## src/rtl/brick_seq_pkg.sv

```systemverilog
// Shared types and helpers for the bit-serial brick multiplier sequencer.
// Precision codes, FSM states, result width and slice-count/mask helpers.
package brick_seq_pkg;

  localparam int RESULT_W = 18;

  localparam int unsigned PREC_2B = 0;
  localparam int unsigned PREC_4B = 1;
  localparam int unsigned PREC_8B = 2;

  typedef enum logic [1:0] {
    IDLE = 2'd0,
    BUSY = 2'd1,
    DONE = 2'd2
  } state_e;

  // Number of 2-bit slices for a precision code; any code above 4b means 8b.
  function automatic logic [2:0] prec_slices(input int unsigned code);
    case (code)
      PREC_2B: return 3'd1;
      PREC_4B: return 3'd2;
      default: return 3'd4;
    endcase
  endfunction

  function automatic logic [7:0] slice_mask(input logic [2:0] n_slices);
    case (n_slices)
      3'd1:    return 8'h03;
      3'd2:    return 8'h0F;
      default: return 8'hFF;
    endcase
  endfunction

endpackage

```

## src/rtl/brick_slice_sel.sv

```systemverilog
// Picks one 2-bit slice of an operand and flags it as signed when it is the
// most significant active slice of a two's-complement operand.
module brick_slice_sel (
  input  logic [7:0] operand,
  input  logic [1:0] idx,
  input  logic [2:0] n_slices,
  input  logic       is_signed,
  input  logic       active,
  output logic [1:0] slice,
  output logic       sgn,
  output logic       last
);

  assign last  = ({1'b0, idx} == (n_slices - 3'd1));
  assign slice = active ? operand[{idx, 1'b0} +: 2] : 2'b00;
  assign sgn   = active && is_signed && last;

endmodule

```

## src/rtl/brick_sequencer.sv

```systemverilog
// Multi-precision multiplier that walks 2-bit slices through an external bitbrick.
// Optional: define BRICK_SEQ_ZERO_SKIP_EN to bypass the walk for zero operands.
module brick_sequencer
  import brick_seq_pkg::*;
#(
  parameter int PREC_W = 2
) (
  input  logic                       clk,
  input  logic                       rst_n,
  input  logic                       in_valid,
  output logic                       in_ready,
  input  logic [7:0]                 a,
  input  logic [7:0]                 b,
  input  logic                       a_signed,
  input  logic                       b_signed,
  input  logic [PREC_W-1:0]          prec_a,
  input  logic [PREC_W-1:0]          prec_b,
  output logic [1:0]                 bb_x,
  output logic [1:0]                 bb_y,
  output logic                       bb_s_x,
  output logic                       bb_s_y,
  output logic [2:0]                 bb_shift,
  input  logic [9:0]                 bb_prod,
  output logic                       out_valid,
  input  logic                       out_ready,
  output logic signed [RESULT_W-1:0] result
);

  state_e                     state, state_next;
  logic [7:0]                 a_r, b_r;
  logic                       a_sgn_r, b_sgn_r;
  logic [2:0]                 na_r, nb_r;
  logic [1:0]                 i_cnt, j_cnt;
  logic signed [RESULT_W-1:0] acc;

  logic [2:0]                 na_in, nb_in;
  logic                       busy, accept, zero_skip;
  logic                       last_a, last_b, last_step;
  logic [3:0]                 shift_amt;
  logic [RESULT_W-1:0]        term;
  logic signed [RESULT_W-1:0] acc_next;

  assign na_in  = prec_slices(32'(prec_a));
  assign nb_in  = prec_slices(32'(prec_b));
  assign busy   = (state == BUSY);
  assign accept = in_valid && in_ready;

`ifdef BRICK_SEQ_ZERO_SKIP_EN
  assign zero_skip = ((a & slice_mask(na_in)) == 8'h00) || ((b & slice_mask(nb_in)) == 8'h00);
`else
  assign zero_skip = 1'b0;
`endif

  brick_slice_sel u_sel_a (
    .operand   (a_r),
    .idx       (i_cnt),
    .n_slices  (na_r),
    .is_signed (a_sgn_r),
    .active    (busy),
    .slice     (bb_x),
    .sgn       (bb_s_x),
    .last      (last_a)
  );

  brick_slice_sel u_sel_b (
    .operand   (b_r),
    .idx       (j_cnt),
    .n_slices  (nb_r),
    .is_signed (b_sgn_r),
    .active    (busy),
    .slice     (bb_y),
    .sgn       (bb_s_y),
    .last      (last_b)
  );

  assign bb_shift  = 3'd0;
  assign last_step = last_a && last_b;

  // Partial product weight is 4^(i+j); sign-extend the bitbrick output first.
  assign shift_amt = {({1'b0, i_cnt} + {1'b0, j_cnt}), 1'b0};
  assign term      = {{(RESULT_W-10){bb_prod[9]}}, bb_prod} << shift_amt;
  assign acc_next  = acc + signed'(term);

  assign in_ready  = (state == IDLE);
  assign out_valid = (state == DONE);

  // NOTE: state registers use non-blocking assignments so every flop samples
  // pre-edge values; blocking here would create order-dependent simulation.
  always_ff @(posedge clk or negedge rst_n) begin
    if (!rst_n) state <= IDLE;
    else        state <= state_next;
  end

  // NOTE: the default assignment before the case keeps this block latch-free.
  always_comb begin
    state_next = state;
    case (state)
      IDLE:    if (accept) state_next = zero_skip ? DONE : BUSY;
      BUSY:    if (last_step) state_next = DONE;
      DONE:    if (out_ready) state_next = IDLE;
      default: state_next = IDLE;
    endcase
  end

  // NOTE: every datapath flop is reset so an abandoned operation leaves no
  // partial product or stale operand behind.
  always_ff @(posedge clk or negedge rst_n) begin
    if (!rst_n) begin
      a_r     <= '0;
      b_r     <= '0;
      a_sgn_r <= 1'b0;
      b_sgn_r <= 1'b0;
      na_r    <= 3'd1;
      nb_r    <= 3'd1;
      i_cnt   <= '0;
      j_cnt   <= '0;
      acc     <= '0;
      result  <= '0;
    end else begin
      case (state)
        IDLE: begin
          if (accept) begin
            a_r     <= a;
            b_r     <= b;
            a_sgn_r <= a_signed;
            b_sgn_r <= b_signed;
            na_r    <= na_in;
            nb_r    <= nb_in;
            i_cnt   <= '0;
            j_cnt   <= '0;
            acc     <= '0;
            if (zero_skip) result <= '0;
          end
        end
        BUSY: begin
          acc <= acc_next;
          if (last_a) begin
            i_cnt <= '0;
            j_cnt <= j_cnt + 2'd1;
          end else begin
            i_cnt <= i_cnt + 2'd1;
          end
          if (last_step) result <= acc_next;
        end
        default: ;
      endcase
    end
  end

endmodule

```

## config.mk

```make
export PLATFORM = sky130hd
export DESIGN_NAME = brick_sequencer
export DESIGN_NICKNAME = d
export VERILOG_FILES = /design/src/rtl/brick_seq_pkg.sv /design/src/rtl/brick_slice_sel.sv /design/src/rtl/brick_sequencer.sv
export SDC_FILE = /design/constraint.sdc
export NUM_CORES = 1
export LEC_CHECK = 0
export ABC_AREA = 1
export ABC_CLOCK_PERIOD_IN_PS = 3700
export CORE_ASPECT_RATIO = 0.7
export CORE_MARGIN = 5
export CORE_UTILIZATION = 55
export CTS_CLUSTER_DIAMETER = 50
export DETAILED_ROUTE_END_ITERATION = 7
export PLACE_DENSITY = 0.84
export SLEW_MARGIN = 10
export SYNTH_ARGS = -nofsm -noshare
export SYNTH_HDL_FRONTEND = slang
export SYNTH_HIERARCHICAL = 1
export SYNTH_SLANG_ARGS = --single-unit
```

## constraint.sdc

```tcl
create_clock -name clk -period 3.7 [get_ports clk]
set_clock_uncertainty 0.2 [all_clocks]
set_input_delay 0.925 -clock clk [delete_from_list [all_inputs] [get_ports clk]]
set_output_delay 0.925 -clock clk [all_outputs]
set_load 0.02 [all_outputs]
```

==> reports/results.ini <==
[drt]
drt_pass1_iterations=5
vias_per_cell=5.37
wl_per_cell_um=14.6
vias=4160
wl_mm=11.3
ant_nets=0
drcViolationCount=0
drt_iter0_drc=356

[clock_network]
hold_buffers=0
cts_tree=built
clk_path_buf_depth=2
clock_latency_ns=0.36
cts_buffers=9
cts_num_sinks=66
post_cts_resized=0
clkTransAtPathRegs_ns=0.07
cts-root-buf=clkbuf_8
postCtsSetupRepairBufs=0
cts-htree-levels=3

[flow_run]
drv_cap=0

[yosys]
ys_seq_elements=66
synth_fa_ha_area_share_pct=6.77
ys_seq_area_share_pct=38.6
syn_avg_cell_area_um2=7.05
synth-simple-area-share_pct=33.6
synth_top_area_cell=dfrtp_1
yosysMostFrequentCell=nand2_1
yosysTopAreaCellShare_pct=37.4
synth_ff_type=dfrtp_1
synth_area_leaders=dfrtp_1 37%, nand2_1 21%, inv_1 5.9%
synth_commonest_cells=236 x nand2_1, 67 x inv_1, 64 x dfrtp_1, 46 x nand3_1, 36 x nor2_1
async_flop_share_pct=100
synth_top_family_by_area=simple AND/OR/NAND/NOR gates
synth_compound_area_share_pct=10.7
synth_edf_count=0
netlist_area_um2=4290
yosysWarningCount=6
synth_cells=608
synthXorXnorAreaFrac_pct=1.02
ys_types=41
synth_mux_area_share_pct=0.233

[place]
dp_hpwl_mm=8.28
io_buffers=61
place_congestion=0.929

[setup_path]
endpoint_kind=flip-flop
rr_startpoint=i_cnt[0]
path_max_fanout=12
arrival_ns=3.58
worst_setup_path_start_kind=flip-flop
crit_type=flip-flop to flip-flop
cp-startpoint=i_cnt[0]
required_ns=3.75

[sta]
hold_viol=0
fin_crit_ns=3.53
final_max_slew_viol_count=0
fmax_mhz=284
relSlewSlack_pct=43.9
finalCritPeriodShare_pct=95.3
setup_viol=0
rsz0062_at_grt=no
tightest_slew_ns=0.842
finalSetupTns_ns=0

[floorplanning]
core_um2=7450
die_x_um=116
rows=26
pin_count=65
fp.dieH_um=83.9
start_util_pct=57.6
die_area_um2=9690

[hold_path]
min_path_type=flip-flop to flip-flop
hp-start=result[15]

[global_route]
gr-total-overflow=0
grtUsageMet2_pct=34.3
grt_usage_pct=24.1
grt_pass1_wl_mm=18.4
gr-max-usage-layer=met1
grt_pass1_vias=3880
grtUsageMet3_pct=7.83
use_met1_pct=35.4
antenna_found_initial=0
grt_max_degree=67

[status]
status=complete, no violations

[finish]
synthToLayoutAreaGrowth_pct=21.2
num_antenna_cells=0
post_route_cells_drive_above_1_share_pct=6.50
multi_input_area_um2=2250
nNetsFinal=730
regArea_um2=1660
fillCellCount=624

## placed cells by master, fill, tap and decap left out, types with 2 or more instances in the layout
cell type | synthesis | final
a21oi_1 | 29 | 29
a22o_1 | 2 | 2
buf_4 | 5 | 6
bufinv_16 | 0 | 2
clkbuf_8 | 0 | 11
clkdlybuf4s50_1 | 0 | 60
conb_1 | 1 | 3
dfrtp_1 | 64 | 63
dfstp_2 | 2 | 2
fa_1 | 2 | 2
ha_1 | 20 | 20
inv_1 | 67 | 66
inv_2 | 6 | 7
inv_4 | 2 | 2
nand2_1 | 236 | 236
nand3_1 | 46 | 46
nand3b_1 | 4 | 4
nand4_1 | 4 | 4
nor2_1 | 36 | 36
nor2_8 | 3 | 3
nor3_1 | 5 | 5
o21a_1 | 2 | 2
o21ai_0 | 19 | 18
o21ai_1 | 12 | 13
o21ai_2 | 3 | 3
o21bai_1 | 2 | 2
o22ai_1 | 5 | 5
o31ai_1 | 3 | 3
or2_2 | 2 | 2
xnor2_1 | 5 | 5
## state kept, by name, indices dropped and copies added (netlist names)
| signal | flops |
|---|---|
| acc | 18 |
| na_r | 3 |
| a_r | 8 |
| a_sgn_r | 1 |
| b_sgn_r | 1 |
| i_cnt | 2 |
| j_cnt | 2 |
| b_r | 8 |
| state | 2 |
| nb_r | 3 |
| result | 18 |
## kinds of logic after synthesis
kind of cell / count (synthesis)
fa+ha+maj: 22
simple gates: 341
xor+xnor: 5
mux: 1
buf+inv: 91
compound gates: 81
other cells: 1
flops: 66
## stage by stage
stage / std cells / cell area, µm² / hold WS, ns / util (%) / worst slack [ns]
2_1_floorplan: 610 / 4300 / 0.248 / - / 0.398
6_report: 775 / 5200 / 0.281 / 69.8 / 0.175
3_3_place_gp: 759 / 4970 / 0.261 / 66.7 / 0.189
5_1_grt: 775 / 5200 / 0.298 / 69.8 / 0.0607
4_1_cts: 775 / 5200 / 0.284 / 69.8 / 0.228
3_5_place_dp: 759 / 4970 / 0.265 / 66.7 / 0.0408
## worst max-delay path, cell delays in order, from the launching register on
cell and delay [ns]:
dfrtp_1 0.40, ha_1 0.20, inv_1 0.06, fa_1 0.45, buf_4 0.20, o21ai_0 0.31
o21ai_0 0.19, ha_1 0.40, nand2_1 0.12, o21ai_0 0.44, a21oi_1 0.16, nand2_1 0.10
nand2_1 0.06, nand3_1 0.07, nand2_1 0.06
## metal layers
metal	part of all wire (%)	wire, µm
met3	8.7	988
met2	42	4790
met4	1.0	114
met1	48	5430
met5	0	0
## final timing paths
path	to	slack [ns]	cells past startpoint
max	result[14]	0.17	14
min	result[15]	0.28	2
max reg2reg	result[14]	0.17	14
min reg2reg	result[15]	0.28	2
max in group asynchronous	i_cnt[1]	2.15	2
min in group asynchronous	na_r[2]	0.54	2
## area by class of cell
class / instances / share of cell area, %
inverter: 75 / 5.51
clock buffer: 12 / 2.98
timing repair buffer: 67 / 12.5
multi-input combinational: 453 / 43.4
clock inverter: 4 / 1.42
tap: 98 / 2.36
sequential: 66 / 31.8
Power is left out: the tool's default activity adds up to more than one toggle a clock period on the data nets, which glitch-free logic cannot reach.
